<file path="src/rtl/pipe_stage_fifo.sv">
// Elastic stage buffer: DEPTH-entry valid/ready queue between two stages.
// Ports: clk, reset (async low), in_*/out_* handshakes, flush, count.
module pipe_stage_fifo #(
  parameter int unsigned WIDTH        = 64,
  parameter int unsigned DEPTH        = 2,
  parameter bit          DROP_BUBBLES = 1'b0
) (
  input  logic                         clk,
  input  logic                         reset,
  input  logic                         in_valid,
  output logic                         in_ready,
  input  logic [WIDTH-1:0]             in_data,
  input  logic                         in_bubble,
  output logic                         out_valid,
  input  logic                         out_ready,
  output logic [WIDTH-1:0]             out_data,
  output logic                         out_bubble,
  input  logic                         flush,
  output logic [$clog2(DEPTH+1)-1:0]   count
);

  localparam int unsigned CW = $clog2(DEPTH+1);
  localparam int unsigned PW = (DEPTH > 1) ? $clog2(DEPTH) : 1;
  localparam logic [CW-1:0] FULL = CW'(DEPTH);
  localparam logic [PW-1:0] LAST = PW'(DEPTH-1);

  logic [WIDTH:0]  mem_q [DEPTH];
  logic [PW-1:0]   rd_q, rd_d;
  logic [PW-1:0]   wr_q, wr_d;
  logic [CW-1:0]   cnt_q, cnt_d;
  logic            enq, deq;
  logic [WIDTH:0]  head;

  function automatic logic [PW-1:0] nxt(
    input logic [PW-1:0] p
  );
    return (p == LAST) ? '0 : p + 1'b1;
  endfunction

  // in_ready looks only at registered occupancy,
  // so a full buffer stays closed even while it drains.
  assign in_ready  = (cnt_q < FULL);
  assign out_valid = (cnt_q != '0);

  assign enq = in_valid & in_ready & ~flush
             & ~(DROP_BUBBLES & in_bubble);
  assign deq = out_valid & out_ready;

  assign head       = mem_q[rd_q];
  assign out_data   = out_valid ? head[WIDTH-1:0] : '0;
  assign out_bubble = out_valid ? head[WIDTH] : 1'b1;
  assign count      = cnt_q;

  always_comb begin
    rd_d  = rd_q;
    wr_d  = wr_q;
    cnt_d = cnt_q;
    if (flush) begin
      rd_d  = '0;
      wr_d  = '0;
      cnt_d = '0;
    end else begin
      if (enq) wr_d = nxt(wr_q);
      if (deq) rd_d = nxt(rd_q);
      cnt_d = cnt_q + CW'(enq) - CW'(deq);
    end
  end

  always_ff @(posedge clk or negedge reset) begin
    if (!reset) begin
      rd_q  <= '0;
      wr_q  <= '0;
      cnt_q <= '0;
    end else begin
      rd_q  <= rd_d;
      wr_q  <= wr_d;
      cnt_q <= cnt_d;
    end
  end

  // Storage needs no reset: occupancy gates every read.
  always_ff @(posedge clk) begin
    if (enq && reset) mem_q[wr_q] <= {in_bubble, in_data};
  end

endmodule

</file>
<file path="config.mk">
export PLATFORM = sky130hd
export DESIGN_NAME = pipe_stage_fifo
export DESIGN_NICKNAME = d
export VERILOG_FILES = /design/src/rtl/pipe_stage_fifo.sv
export SDC_FILE = /design/constraint.sdc
export NUM_CORES = 1
export LEC_CHECK = 0
export CORE_MARGIN = 4
export CORE_UTILIZATION = 35
export CTS_CLUSTER_DIAMETER = 80
export DETAILED_ROUTE_END_ITERATION = 7
export PLACE_DENSITY_LB_ADDON = 0.12
export SKIP_CTS_REPAIR_TIMING = 1
export SYNTH_ARGS = -nofsm -noshare
export SYNTH_HDL_FRONTEND = slang
export SYNTH_SLANG_ARGS = --single-unit
</file>
<file path="constraint.sdc">
create_clock -name clk -period 12 [get_ports clk]
set_clock_uncertainty 0.1 [all_clocks]
set_input_delay 3.6 -clock clk [delete_from_list [all_inputs] [get_ports clk]]
set_output_delay 3.6 -clock clk [all_outputs]
set_load 0.01 [all_outputs]
</file>
==> results.json <==
{
  "yosys.area.top_type": "edfxtp_1",
  "setup_viol": 0,
  "drive_gt1_share_pct": 7.391,
  "die_h_um": 129.8,
  "reg2reg_to": "mem_q[1][17]",
  "cp_slowest_cell": "nor2_4",
  "hold_viol_final": 0,
  "r2r-start": "count[1]",
  "slew_headroom_pct": 22.06,
  "grt_pass1_vias": 3049,
  "synth_area_sq_mm": 0.005190,
  "grt_first_pass_wirelength_um": 15710,
  "syn_nets": 374,
  "worst_pin_slew_ps": 1169,
  "critical_path_class": "register to primary output",
  "drt_iter0_markers": 136,
  "core_sq_mm": 0.01453,
  "die_x_um": 129.8,
  "cp_data_required_time_ps": 8300,
  "cts_inserted_buffers": 17,
  "arrival_ps": 2740,
  "clk_path_buf_depth": 2,
  "hold_class": "register to register",
  "tns_ps": 0,
  "num_vias": 2849,
  "cts_root_buffer": "clkbuf_16",
  "rsz0062_at_grt": "false",
  "synth_seq_cells": 134,
  "ant_nets": 0,
  "gp_congestion": 0.6691,
  "r2r_slack_ps": 9350,
  "htreeDepth": 4,
  "hold_start": "wr_q",
  "fillers": 1286,
  "hpwl_um": 6742,
  "clock.fmax_mhz": 155.3,
  "drtPass1Iterations": 4,
  "avgSynthCellArea_sq_um": 17.19,
  "drv_cap": 0,
  "vias_per_cell": 4.424,
  "syn_inst": 302,
  "ys_seq_area_share_pct": 77.15,
  "worst_path_largest_cell_delay_ps": 750,
  "area_delta_synth_final_pct": 40.41,
  "dieArea_sq_mm": 0.01684,
  "critPathTopFamily": "buffers and inverters",
  "finalNetCount": 519,
  "grt-ovfl-total": 0,
  "grt_start_max_net_pins": 67,
  "path_max_fanout": 41,
  "clkSinkCount": 134,
  "hold_end": "wr_q",
  "floorplan.initialDensity_pct": 35.71,
  "cp_cell_sequence": "nor2_4, buf_4, inv_1, nand2_1, clkdlybuf4s50_1",
  "io-pin-count": 139,
  "portBuffers": 138,
  "track_usage_pct": 12.69,
  "n_antenna_cell": 0,
  "r2r_cells": 4,
  "pwr_density_cell_mw_per_mm2": 202.6,
  "path_buf_inv": 3,
  "ys_top_cells_by_area": "edfxtp_1 (75%), mux2i_1 (13%), nor2_1 (5.1%)",
  "report.final.slew_viol_count": 0,
  "finalPower_mw": 1.477,
  "clock_latency_ps": 410,
  "wl_per_cell_um": 16.04,
  "antenna_found_initial": 0,
  "routed_wl_um": 10330,
  "fp-row-count": 44,
  "ys_warn_count": 0,
  "synth_top_area_share_pct": 75.22,
  "cp-start-kind": "register",
  "drc": 0,
  "whs_path_depth": 2,
  "finalCriticalPeriod_ps": 6439,
  "finalCritPeriodShare_pct": 53.66,
  "p_leak_nw": 2.415,
  "path_clk_slew_ps": 50,
  "worstSetupEndpointType": "primary output",
  "cts_tree": "yes",
  "ir_drop_v": 0.0001204,
  "yosys.cell_types.count": 17,
  "status": "finished clean"
}
[cell usage after synthesis]
| cell | count |
|---|---|
| nand3_1 | 1 |
| buf_4 | 2 |
| ha_1 | 2 |
| xnor2_1 | 3 |
| inv_1 | 5 |
| nor2_1 | 71 |
| nor2b_1 | 2 |
| dfrtp_1 | 4 |
| o21ai_0 | 1 |
| clkbuf_1 | 1 |
| xor2_1 | 1 |
| mux2i_1 | 65 |
| edfxtp_1 | 130 |
| buf_12 | 5 |
| nand2_1 | 2 |
| buf_6 | 1 |
| buf_2 | 6 |
[power breakdown]
part | switching, mW | internal (mW)
logic | 0.154 | 0.210
registers | 0.0509 | 0.542
clock network | 0.174 | 0.345
total | 0.380 | 1.10
[flip-flops by register name, summed over array words and instances, names as in the netlist]
name   count
rd_q       1
mem_q    130
count      2
wr_q       1
[cells by family (layout without fill, tap and decap cells)]
family	Yosys count	after routing	synth area share (%)
AND/OR/NAND/NOR	76	76	5.617
AO/OA/AOI/OAI	1	1	0.09634
XOR/XNOR	4	4	0.6751
buffers and inverters	20	178	3.447
flip-flops	134	134	77.15
adder cells (fa/ha/maj)	2	2	0.4821
multiplexers	65	65	12.54
[how the worst max path moves through the flow]
stage                     startpoint           end  slack [ps]  cells after the start
after floorplan                flush   mem_q[0][0]        4870                      3
after global placement         flush  mem_q[0][10]        5700                      5
after detailed placement       flush  mem_q[1][33]        5660                      5
after CTS                   count[1]    out_bubble        5440                      5
after global routing        count[1]    out_bubble        5300                      5
final                       count[1]    out_bubble        5560                      5
[cell usage in the layout, fill, tap and decap left out]
master and instances:
o21ai_0 1, clkbuf_1 4, xnor2_1 3, nand3_1 1
inv_1 5, clkinv_1 1, dfrtp_1 3, edfxtp_1 130
mux2i_1 65, clkinv_2 5, clkinvlp_4 1, nor2_4 3
ha_1 2, clkbuf_16 17, nor2b_1 2, clkdlybuf4s50_1 138
nor2_1 68, nand2_1 2, bufinv_16 4, buf_4 3
dfrtp_4 1, xor2_1 1
[per-layer routing]
| layer | track usage [%] | vias to the layer above | wire (um) |
|---|---|---|---|
| met3 | 5.731 | 5 | 758 |
| met2 | 19.32 | 96 | 4908 |
| li1 | - | 1396 | - |
| met4 | 4.584 | 0 | 63 |
| met1 | 16.11 | 1352 | 4597 |
| met5 | 0 | - | 0 |
[worst min-delay path: stages, from the launching register on]
cell and delay, ps:
dfrtp_1 420, xnor2_1 140, nor2_1 40
[per-stage QoR]
stage / std cells / utilization, % / setup slack (ps) / hold slack (ps) / area, sq um
floorplan: 302 / - / 4875 / 431.6 / 5190
global placement: 612 / 46.03 / 5701 / 518.2 / 6690
detailed placement: 612 / 46.03 / 5661 / 523.7 / 6690
CTS: 644 / 50.14 / 5439 / 537.3 / 7287
global route: 644 / 50.14 / 5296 / 570.7 / 7287
finish: 644 / 50.14 / 5561 / 536.9 / 7287
[cell type report]
type | instances | area [sq um] | share of cell area [%]
Clock inverter | 11 | 156.4 | 2.146
Clock buffer | 21 | 440.4 | 6.044
Timing Repair Buffer | 141 | 1404 | 19.27
Inverter | 5 | 18.77 | 0.2576
Multi-Input combinational cell | 148 | 1030 | 14.13
Sequential cell | 134 | 4008 | 55.00
Tap cell | 184 | 230.2 | 3.159
Power figures use the tool's default switching activity.
